$ cat src/rtl/shared_tick_timer_pkg.sv
// Shared definitions for the time-shared tick timer: FSM encoding and
// the default tick divider derived from the 10 MHz board clock.
package shared_tick_timer_pkg;

   localparam int BOARD_CLK_HZ    = 10_000_000;
   localparam int TICK_MS         = 500;
   localparam int DEFAULT_CLK_DIV = BOARD_CLK_HZ / 1000 * TICK_MS;

   typedef enum logic [1:0] {
      ST_IDLE = 2'd0,
      ST_RUN  = 2'd1,
      ST_DONE = 2'd2
   } state_t;

endpackage

$ cat src/rtl/rr_arbiter_comb.sv
// Combinational round-robin select: first asserted req scanning upward
// from rr_ptr+1 (mod NREQ), so the last owner has the lowest priority.
module rr_arbiter_comb #(
   parameter int NREQ  = 4,
   parameter int IDX_W = 2
) (
   input  logic [NREQ-1:0]  req,
   input  logic [IDX_W-1:0] rr_ptr,
   output logic [NREQ-1:0]  sel,
   output logic [IDX_W-1:0] idx,
   output logic             any
);

   int               cand;
   logic [IDX_W-1:0] cand_idx;

   // NOTE: every output and temporary gets a default at the top of the
   // block, so no path leaves a value unassigned and no latch is inferred.
   always_comb begin
      sel      = '0;
      idx      = '0;
      any      = 1'b0;
      cand     = 0;
      cand_idx = '0;
      for (int i = 1; i <= NREQ; i++) begin
         cand     = (int'(rr_ptr) + i) % NREQ;
         cand_idx = IDX_W'(cand);
         if (!any && req[cand_idx]) begin
            any           = 1'b1;
            sel[cand_idx] = 1'b1;
            idx           = cand_idx;
         end
      end
   end

endmodule

$ cat src/rtl/shared_tick_timer.sv
// One prescaler and tick down-counter shared round-robin among NREQ
// requesters; the owner gets a one-cycle done pulse when its delay expires.
module shared_tick_timer
   import shared_tick_timer_pkg::*;
#(
   parameter int CLK_DIV = DEFAULT_CLK_DIV,
   parameter int NREQ    = 4,
   parameter int CNT_W   = 8,
   parameter int PRE_W   = 23
) (
   input  logic                  clk,
   input  logic                  rst,
   input  logic [NREQ-1:0]       req,
   input  logic [NREQ*CNT_W-1:0] dur,
   output logic [NREQ-1:0]       grant,
   output logic [NREQ-1:0]       done,
   output logic                  busy,
   output logic                  tick
);

   localparam int               IDX_W    = (NREQ > 1) ? $clog2(NREQ) : 1;
   localparam logic [PRE_W-1:0] PRE_LAST = PRE_W'(CLK_DIV - 1);

   if (CLK_DIV < 2) begin : g_bad_clk_div
      $error("shared_tick_timer: CLK_DIV must be at least 2");
   end
   if (NREQ < 2 || NREQ > 8) begin : g_bad_nreq
      $error("shared_tick_timer: NREQ must be in 2..8");
   end
   if (((CLK_DIV - 1) >> PRE_W) != 0) begin : g_bad_pre_w
      $error("shared_tick_timer: PRE_W too narrow for CLK_DIV");
   end

   state_t           state, state_nxt;
   logic [PRE_W-1:0] pre, pre_nxt;
   logic [CNT_W-1:0] count, count_nxt;
   logic [IDX_W-1:0] rr_ptr, rr_nxt;
   logic [IDX_W-1:0] owner, owner_nxt;
   logic [NREQ-1:0]  grant_nxt, done_nxt;
   logic             busy_nxt, tick_nxt;

   logic [NREQ-1:0]  arb_sel;
   logic [IDX_W-1:0] arb_idx;
   logic             arb_any;
   logic [CNT_W-1:0] dur_sel;

   rr_arbiter_comb #(
      .NREQ  (NREQ),
      .IDX_W (IDX_W)
   ) u_arb (
      .req    (req),
      .rr_ptr (rr_ptr),
      .sel    (arb_sel),
      .idx    (arb_idx),
      .any    (arb_any)
   );

   assign dur_sel = dur[int'(arb_idx)*CNT_W +: CNT_W];

   always_comb begin
      state_nxt = state;
      pre_nxt   = pre;
      count_nxt = count;
      rr_nxt    = rr_ptr;
      owner_nxt = owner;
      grant_nxt = grant;
      done_nxt  = '0;
      tick_nxt  = 1'b0;

      unique case (state)
         ST_IDLE: begin
            grant_nxt = '0;
            if (arb_any) begin
               grant_nxt = arb_sel;
               owner_nxt = arb_idx;
               count_nxt = dur_sel;
               pre_nxt   = '0;
               state_nxt = (dur_sel != '0) ? ST_RUN : ST_DONE;
            end
         end

         ST_RUN: begin
            // An abort wins over a coincident tick: the owner has walked away.
            if (!req[owner]) begin
               grant_nxt = '0;
               rr_nxt    = owner;
               state_nxt = ST_IDLE;
            end else if (pre == PRE_LAST) begin
               pre_nxt   = '0;
               tick_nxt  = 1'b1;
               count_nxt = count - CNT_W'(1);
               if (count == CNT_W'(1)) begin
                  state_nxt = ST_DONE;
               end
            end else begin
               pre_nxt = pre + PRE_W'(1);
            end
         end

         ST_DONE: begin
            done_nxt  = grant;
            grant_nxt = '0;
            rr_nxt    = owner;
            state_nxt = ST_IDLE;
         end

         default: begin
            grant_nxt = '0;
            state_nxt = ST_IDLE;
         end
      endcase

      busy_nxt = (state_nxt != ST_IDLE);
   end

   // NOTE: sequential state uses non-blocking assignments so every register
   // samples the pre-edge values, independent of statement order.
   always_ff @(posedge clk) begin
      if (rst) begin
         state  <= ST_IDLE;
         pre    <= '0;
         count  <= '0;
         rr_ptr <= IDX_W'(NREQ - 1);
         owner  <= '0;
         grant  <= '0;
         done   <= '0;
         busy   <= 1'b0;
         tick   <= 1'b0;
      end else begin
         state  <= state_nxt;
         pre    <= pre_nxt;
         count  <= count_nxt;
         rr_ptr <= rr_nxt;
         owner  <= owner_nxt;
         grant  <= grant_nxt;
         done   <= done_nxt;
         busy   <= busy_nxt;
         tick   <= tick_nxt;
      end
   end

endmodule

$ cat config.mk
export PLATFORM = sky130hd
export DESIGN_NAME = shared_tick_timer
export DESIGN_NICKNAME = d
export VERILOG_FILES = /design/src/rtl/shared_tick_timer_pkg.sv /design/src/rtl/rr_arbiter_comb.sv /design/src/rtl/shared_tick_timer.sv
export SDC_FILE = /design/constraint.sdc
export NUM_CORES = 1
export LEC_CHECK = 0
export ABC_AREA = 1
export CORE_ASPECT_RATIO = 2
export CORE_UTILIZATION = 45
export CTS_CLUSTER_SIZE = 25
export DETAILED_ROUTE_END_ITERATION = 7
export PLACE_DENSITY = 0.68
export RECOVER_POWER = 25
export SLEW_MARGIN = 15
export SYNTH_ARGS = -nofsm -noshare
export SYNTH_HDL_FRONTEND = slang
export SYNTH_HIERARCHICAL = 1
export SYNTH_SLANG_ARGS = --single-unit
$ cat constraint.sdc
create_clock -name clk -period 3.45 [get_ports clk]
set_input_delay 0.69 -clock clk [delete_from_list [all_inputs] [get_ports clk]]
set_output_delay 0.69 -clock clk [all_outputs]
set_load 0.005 [all_outputs]
==> flow_summary_export.csv <==
group,metric,value,unit
run_status,status,"completed",
sta,setup-tns-final,0,ps
sta,period_share,0.860,
sta,slew_headroom,0.490,
sta,fmax,337,MHz
cts,root_buffer,"clkbuf_16",
routing,firstDrtPassIters,4,
sta,hold_violations,0,
die,floorplan.die.height,126,um
die,die_area,8100,sq um
global_route,grt_usage,0.242,
cts,cts_buffers,5,
yosys,syn_nets,614,
routing,highest_layer,"met4",
cts,ctsHoldBuffers,0,
global_route,grt_pass1_vias,3590,
pwr,leakage,1.82,nW
final_layout,drive_above_1_share,0.0797,
worst_setup_path,crit_type,"primary input to register",
routing,routedWlPerCell,12.8,um
sta,setup_viol,0,
die,io_pins,48,
hold_path,worstHoldStart,"grant[2]$_SDFFE_PP0P_",
yosys,syn_area_per_cell,6.15,sq um
routing,drtIter0Drc,198,
yosys,synth_edf_count,0,
routing,finalWirelength,9.05,mm
sta,rsz0062_at_grt,"no",
yosys,yosysTopAreaCellShare,0.271,
yosys,ys_seq_elements,47,
yosys,synthDistinctLibCells,35,
global_route,grt_pass1_wl,15.6,mm
sta,final.setup_skew,5.91,ps
yosys,synth_area,3480,sq um
final_layout,fin_nets,663,
hold_path,hold-path-endpoint,"done[2]$_SDFF_PP0_",
placed_design,post-dp-hpwl,7.11,mm
pwr,power_density,729,nW/um^2
worst_setup_path,r2r_end,"count[4]$_SDFFE_PP0P_",
cts,cts_max_level,2,
sta,worstMarginPinSlew,765,ps
routing,route.detailed.drc,0,
pwr,power_frac_comb,0.604,
worst_setup_path,cp-end-kind,"register",
yosys,syn_inst,565,
pwr,pwr-share-seq,0.232,
pwr,switchingPower,1.50,mW
worst_setup_path,rrSetupSlack,600,ps
placed_design,io_buffer_count,47,
cts,cts_setup_buffers,0,
cts,path_clk_slew,70,ps
die,start_util,0.461,
global_route,antenna_found_initial,0,
routing,dr_wl_met3,228,um
global_route,grt_max_degree,20,
cts,clock-sinks,47,
cts,cts_tree,"built",
final_layout,area_growth,19.5,%
final_layout,n_antenna_cell,0,
yosys,yosysMostFrequentCell,"nand2_1",
yosys,synth_flop_cell,"dfxtp_1",
worst_setup_path,arrival,3160,ps
die,fp-row-count,45,
sta,fin_crit,2970,ps
sta,drv_slew,0,
worst_setup_path,r2r.worst_path.cells,17,
global_route,grt_overflow,0,
worst_setup_path,cp_max_fo,16,
cts,clkLatencyLatePin,290,ps
worst_setup_path,cp_data_required_time,3640,ps
routing,vias,3690,
pwr,power_frac_clock,0.164,
hold_path,holdCritPathClass,"register to register",
placed_design,gp_congestion,0.920,
yosys,async_flop_share,0,
routing,met2WireLength,5.20,mm
pwr,power.internal,1.53,mW
yosys,yosys_warnings,6,
sta,hold_ws,450,ps
run,cap_violations,0,
pwr,ir_worst_vdd,0.503,mV
worst_setup_path,r2r_start,"rr_ptr[0]$_SDFFE_PP1P_",
yosys,yosysTopAreaCell,"dfxtp_1",
hold_path,holdPathStages,2,
routing,vias_per_cell,5.20,
worst_setup_path,cp-start-kind,"primary input",
yosys,synth_commonest_cells,"177 x nand2_1, 77 x nand3_1, 66 x nor2_1, 54 x inv_1, 47 x dfxtp_1",
pwr,swShare,0.496,
routing,postRouteAntennaNets,0,
yosys,synth.area.top_cells,"dfxtp_1 27%, nand2_1 19%, nand3_1 11%",
die,placeableCoreArea,7540,sq um
routing,wl_met1,3.29,mm
die,fp.dieW,64.2,um
yosys,ys_seq_area_frac,0.271,
cts,ctsResizeCount,0,
cts,max-clock-path-buffers,2,
registers in the layout, summed over array words and instances (netlist names):
register and count:
busy 1, count 8, tick 1, owner 2, pre 23, rr_ptr 2
grant 4, done 4, state 2
power by group through the flow:
stage / clock network (mW) / registers, mW / logic, mW
3_5_place_dp: 0 / 0.715 / 1.83
3_3_place_gp: 0 / 0.714 / 1.81
2_1_floorplan: 0 / 0.703 / 1.48
6_report: 0.497 / 0.702 / 1.83
4_1_cts: 0.506 / 0.703 / 1.84
5_1_grt: 0.530 / 0.715 / 2.09
placed cells by master, fill, tap and decap left out, drive strengths merged:
cell / count
dfxtp: 47
a22oi: 1
o21ai: 12
clkdlybuf4s50: 38
and2: 1
ha: 11
a21boi: 4
clkbuf: 6
o21a: 1
clkinv: 5
o21bai: 1
nand2: 189
nand3b: 2
dlygate4sd3: 9
nor4: 1
nand4: 16
nor2: 74
buf: 8
a21o: 2
a21oi: 31
nor3: 11
nand3: 81
inv: 64
metrics by stage:
step                      total power, mW  worst slack (ps)  std cells  utilization  instance area, sq um
final                                3.03               482        709        0.551                  4150
after global routing                 3.34               143        709        0.551                  4150
after CTS                            3.05               612        709        0.551                  4160
after detailed placement             2.55               304        701        0.532                  4010
after global placement               2.52               377        701        0.532                  4010
after floorplan                      2.18               859        565            -                  3480
logic make-up (layout without fill, tap and decap cells):
group / after synthesis / in the layout / synth area share
and+or+nand+nor: 375 / 375 / 0.497
AOI/OAI and AO/OA: 52 / 52 / 0.0846
buffers and inverters: 80 / 130 / 0.109
DFF: 47 / 47 / 0.271
adders and majority gates: 11 / 11 / 0.0396
routing by layer:
layer / GRT usage / up-vias
li1: - / 1915
met1: 0.233 / 1670
met2: 0.483 / 81
met3: 0.0270 / 24
met4: 0.119 / 0
met5: 0 / -
worst max-delay path, cell delays in order:
cell           delay [ps]
dlygate4sd3_1         600
inv_1                 130
nand2_4                60
nand3_4                80
nand2_4                80
nor2_4                250
nand3_1               100
a21oi_1               220
inv_1                 250
nand2_1               120
nand3_1                70
nand2_1                90
nand2_1                60
nand2_1                70
nand3_1               100
nand2_1               110
nor2_1                 70
how the worst max path moves through the flow:
| stage | from | to | slack [ps] | cells after the start |
|---|---|---|---|---|
| 2_1_floorplan | rr_ptr[1]$_SDFFE_PP1P_ | state[0]$_SDFF_PP0_ | 860 | 19 |
| 3_3_place_gp | req[1] | state[0]$_SDFF_PP0_ | 380 | 17 |
| 3_5_place_dp | req[1] | state[0]$_SDFF_PP0_ | 300 | 17 |
| 4_1_cts | rr_ptr[0]$_SDFFE_PP1P_ | state[0]$_SDFF_PP0_ | 610 | 17 |
| 5_1_grt | req[3] | state[0]$_SDFF_PP0_ | 140 | 17 |
| 6_report | req[3] | count[4]$_SDFFE_PP0P_ | 480 | 17 |
area by class of cell:
| class | count | area, sq um |
|---|---|---|
| timing repair buffer | 56 | 534 |
| sequential | 47 | 941 |
| fill | 789 | 3390 |
| inverter | 66 | 255 |
| clock inverter | 3 | 22.5 |
| multi-input combinational | 438 | 2160 |
| tap | 94 | 118 |
| clock buffer | 5 | 125 |
Note: power is estimated with default switching activity, not from simulation.
==> RTL edit 1: new RTL, same settings <==
`PRE_W`: 23 -> 25.
--- a/src/rtl/shared_tick_timer.sv
+++ b/src/rtl/shared_tick_timer.sv
@@ -8,3 +8,3 @@
    parameter int CNT_W   = 8,
-   parameter int PRE_W   = 23
+   parameter int PRE_W   = 25
 ) (
Function: no difference found for any inputs over 10 cycles, from zero or initial values and one cycle with rst high; that may be too few to reach the edited logic, so the function may still have changed.
==> RTL edit 1 against the original RTL <==
- worst setup slack better by 66 ps
- clock power is 15% higher
- clock skew is 0.58 ps lower
- critical path depth is 1 lower
- sequential cell count is 2 higher
- total power is 3.2% higher
- area after synthesis is 3.4% higher
- cell area is 3.5% higher
- routed wire length is 1.3% higher
==> RTL edit 1: results (changes against the original RTL) <==
| Metric | Value |
|---|---|
| Post-CTS setup buffer count | 0 (unchanged) |
| Met2 WL post-DR | 5256 microns (+1.1%) |
| Async SR Flop Fraction | 0% (unchanged) |
| Layout cells sized above 1 | 7.413% (-0.55 points) |
| Critical Path AT | 3130 ps (-30 ps) |
| Commonest cells in the synthesized netlist | nand2_1 (177), nand3_1 (79), nor2_1 (75), inv_1 (62), dfxtp_1 (49) |
| P_seq | 724 uW (+3.1%) |
| Dpl ws | 242.1 ps (-62.31 ps) |
| Worst slew margin | 65.50% (+16 points) |
| Internal Power | 1.620 mW (+6.1%) |
| Wire length on met3 | 232 microns (+1.8%) |
| Number of global-route vias before repair | 3559 (-0.86%) |
| Run status | completed |
| Buffer depth of the longest clock path | 2 (unchanged) |
| Wire per inst | 12.59 microns (-1.4%) |
| Register area share after synthesis | 27.28% (+0.22 points) |
| Vias per inst | 5.187 (-0.34%) |
| Syn. warnings | 6 (unchanged) |
| Multi-input gate area | 2240 sq um (+3.8%) |
| 1st-iter DRT viols | 243 (+23%) |
| Clock power frac | 18.3% (+1.9 points) |
| Min-delay worst type | reg2reg |
| Post-CTS Resized | 0 (unchanged) |
| Worst Clk Skew | 5.335 ps (-0.5762 ps) |
| R2R depth | 16 (-1) |
| Mapped Nets | 636 (+3.6%) |
| Switching Share | 48.17% (-1.4 points) |
| Max VDD drop | 0.5415 mV (+7.6%) |
| HPWL after detailed placement | 7135 microns (+0.38%) |
| Synth area leaders | dfxtp_1 (27%), nand2_1 (18%), nand3_1 (11%) |
| Reg clk slew, reported paths | 70 ps (about the same) |
| Largest net degree at the start of global routing | 24 (+20%) |
| Worst skew pair latency | 300 ps |
| P_leak | 1.930 nW (+5.9%) |
| Filler cell count | 781 (-1.0%) |
| Nets | 682 (+2.9%) |
| Initial antenna violation count | 0 (unchanged) |
| ANT cells | 0 (unchanged) |
| Root Driver | clkbuf_16 |
| Top flop regs | pre x25, count x8 |
| RD Place Congestion | 0.8451 (-8.1%) |
| Crit-path max FO | 16 (unchanged) |
| First-pass GRT wire length | 15520 microns (-0.40%) |
| Top sig layer | met4 |
| Overall routing resource usage | 23.20% (-0.98 points) |
| WHS Path Cells | 2 (unchanged) |
| Placed Area | 4135 sq um (+3.1%) |
| Metal-1 WL | 3465 microns (+5.3%) |
| Distinct cells, synth | 31 (-11%) |
RTL edit 1: cell types whose count changed in the layout (fill, tap and decap cells not counted), moves of 3 or more:
cell      delta
nand3b_1     +3
inv_1        +8
nand4_1      +5
clkinv_1     -3
nor2_1      +10
nor3_1       -6
RTL edit 1: worst paths after layout:
check	start	to	slack, ps
min reg2reg	grant[2]$_SDFFE_PP0P_	done[2]$_SDFF_PP0_	440
max	req[3]	state[1]$_SDFF_PP0_	550
max reg2reg	rr_ptr[0]$_SDFFE_PP1P_	state[1]$_SDFF_PP0_	550
min	grant[2]$_SDFFE_PP0P_	done[2]$_SDFF_PP0_	440
RTL edit 1: per-layer routing:
layer,up-vias,global-route usage (%)
li1,1969,-
met1,1712,23.01
met2,82,46.51
met3,13,2.305
met4,0,9.335
met5,-,0
RTL edit 1: critical path, stage by stage:
cell             delay, ps
clkdlybuf4s50_1        470
inv_1                  140
nand2_4                 60
nand3_4                 80
nand2_4                 80
nor2_4                 240
nand3_1                120
a21oi_1                240
inv_1                  260
nand2_1                120
nand3_1                 90
nand2_1                 80
nand2_1                 50
nor2_1                 150
nand3_1                100
a21boi_0               150
RTL edit 1: layout make-up:
class	count	area share [%]
Multi-Input combinational cell	454	52.10
Clock buffer	5	2.910
Tap cell	94	2.736
Timing Repair Buffer	54	12.17
Inverter	69	6.199
Clock inverter	3	1.077
Sequential cell	49	22.82
RTL edit 1: per-stage QoR:
stage,cells,utilization [%]
finish,728,56.14
global route,728,56.14
CTS,728,56.24
detailed placement,720,54.00
global placement,720,54.00
floorplan,587,-
RTL edit 1: cells by family after synthesis:
kind of cell	after synthesis	synth area share, %
compound gates	50	7.516
xor+xnor	2	0.4872
fa+ha+maj	11	3.827
buf+inv	84	10.23
flops	49	27.28
simple gates	391	50.66
==> RTL edit 2: new RTL, same settings <==
Made on the original files. Reset style: asynchronous (`rst`), changed in one clocked block.
--- a/src/rtl/shared_tick_timer.sv
+++ b/src/rtl/shared_tick_timer.sv
@@ -117,3 +117,3 @@
    // samples the pre-edge values, independent of statement order.
-   always_ff @(posedge clk) begin
+   always_ff @(posedge clk or posedge rst) begin
       if (rst) begin
Formal check against the unedited RTL: differs if rst is asserted again (counterexample within 4 cycles, from zero or initial values and one cycle with rst high); with rst held inactive, the same outputs for 10 cycles.
==> RTL edit 2 against the original RTL <==
- the run now ends with capacitance limit, slew limit left
- total power grew 24%
- area after synthesis grew 4.5%
- sequential share of layout area grew 4.7 points
- global-route usage grew 1.4 points
- critical path depth is the same
- combinational power grew 34%
- sequential cell count is the same
- worst setup slack gained 86 ps
- cell area grew 3.9%
- non-clock buffer count shrank 2
- routed wire length grew 8.5%
- clock skew grew 1.7 ps
- critical endpoint is now state[0]$_DFF_PP0_
- largest power group unchanged
==> RTL edit 2: results (changes against the original RTL) <==
| Metric | Value |
|---|---|
| Met3 Use GR | 2.377% (-0.32 points) |
| Worst-margin pin slew | 1828 ps (+1064 ps) |
| Non-Clock Buffer Count | 54 (-3.6%) |
| Async SR Flop Fraction | 100.0% (+100 points) |
| RD Place Congestion | 0.9089 (-1.2%) |
| First-pass GRT wire length | 16710 microns (+7.3%) |
| Commonest cells in the synthesized netlist | nand2_1 (161), nand3_1 (63), inv_1 (50), nor2_1 (47), dfrtp_1 (45) |
| Final clock-cell share | 3.451% (-0.10 points) |
| Critical path's largest stage delay | 530 ps (-70 ps) |
| Syn_area_per_cell | 6.856 sq um (+11%) |
| HPWL after detailed placement | 7630 microns (+7.3%) |
| Critical register-to-register path startpoint | rr_ptr[1]$_DFFE_PP1P_ |
| Met1 usage | 24.08% (+0.81 points) |
| Run status | finished, violations left |
| Max Cap Violations | 1 (+1) |
| Post-synthesis to final-layout area growth | 18.73% |
| Synth area leaders | dfrtp_1 (31%), nand2_1 (17%), nand3_1 (8.7%) |
| Overall routing resource usage | 25.59% (+1.4 points) |
| Filler cell count | 788 (-0.13%) |
| Most used DFF post-synth | dfrtp_1 |
| Wire per inst | 14.57 microns (+14%) |
| Count of multi-input gates | 409 (-6.6%) |
| Number of global-route vias before repair | 3713 (+3.4%) |
| Hold path startpoint | grant[2]$_DFFE_PP0P_ |
| Nets | 626 (-5.6%) |
| 1st-iter DRT viols | 238 (+20%) |
| Hold_ws | 502.2 ps (+52.20 ps) |
| Worst Clk Skew | 7.598 ps (+1.687 ps) |
| Vias per inst | 5.424 (+4.2%) |
| Placed Instances | 666 (-5.0%) |
| Max VDD drop | 0.7426 mV (+48%) |
| Met2 Use GR | 50.03% (+1.7 points) |
| Non-clk buf share | 12.12% (-0.74 points) |
| Slew Limit Fails | 48 (+48) |
| Critical Path AT | 3070 ps (-90 ps) |
| Violated checks | capacitance limit, slew limit |
| Mapped Nets | 579 (-5.7%) |
| Distinct cells, synth | 39 (+11%) |
| DR pass1 iterations | 5 (+1) |
| Crit-path max FO | 17 (+1) |
-- RTL edit 2: changes by cell type in the layout (fill, tap and decap cells not counted), moves of 11 or more --
cell	unedited run	this run
nor2_1	66	47
dfrtp_1	0	45
a21oi_1	30	14
nand2_1	177	161
o21ai_1	1	12
dfxtp_1	47	0
nand3_1	77	63
-- RTL edit 2: cell families (layout without fill, tap and decap cells) --
family | count (synthesis) | count (layout) | share of synthesized area (%)
AND/OR/NAND/NOR | 339 | 339 | 44.32
AO/OA/AOI/OAI | 51 | 51 | 7.817
adder cells (fa/ha/maj) | 11 | 11 | 3.788
multiplexers | 1 | 1 | 0.3099
flip-flops | 47 | 47 | 32.44
XOR/XNOR | 7 | 7 | 1.687
buffers and inverters | 74 | 122 | 9.641
-- RTL edit 2: how the worst max path moves through the flow --
stage | start | endpoint | slack (ps) | cells past startpoint
2_1_floorplan | rr_ptr[0]$_DFFE_PP1P_ | state[0]$_DFF_PP0_ | 770 | 20
3_3_place_gp | req[1] | state[0]$_DFF_PP0_ | 430 | 17
3_5_place_dp | req[3] | state[0]$_DFF_PP0_ | 390 | 17
4_1_cts | rr_ptr[1]$_DFFE_PP1P_ | state[0]$_DFF_PP0_ | 560 | 17
5_1_grt | req[3] | state[0]$_DFF_PP0_ | 320 | 17
6_report | rr_ptr[1]$_DFFE_PP1P_ | state[0]$_DFF_PP0_ | 570 | 17
-- RTL edit 2: power by group through the flow --
stage                     Combinational (mW)  Clock [mW]  Sequential, mW
after floorplan                         1.98           0           0.793
after global placement                  2.40           0           0.810
after detailed placement                2.46           0           0.810
after CTS                               2.46       0.507           0.802
after global routing                    2.78       0.525           0.822
final                                   2.45       0.498           0.805
-- RTL edit 2: metal layers --
layer	share of wire, %	wire, microns
met2	57	5615
met4	5.1	502
met1	35	3434
met3	2.7	264
met5	0	0
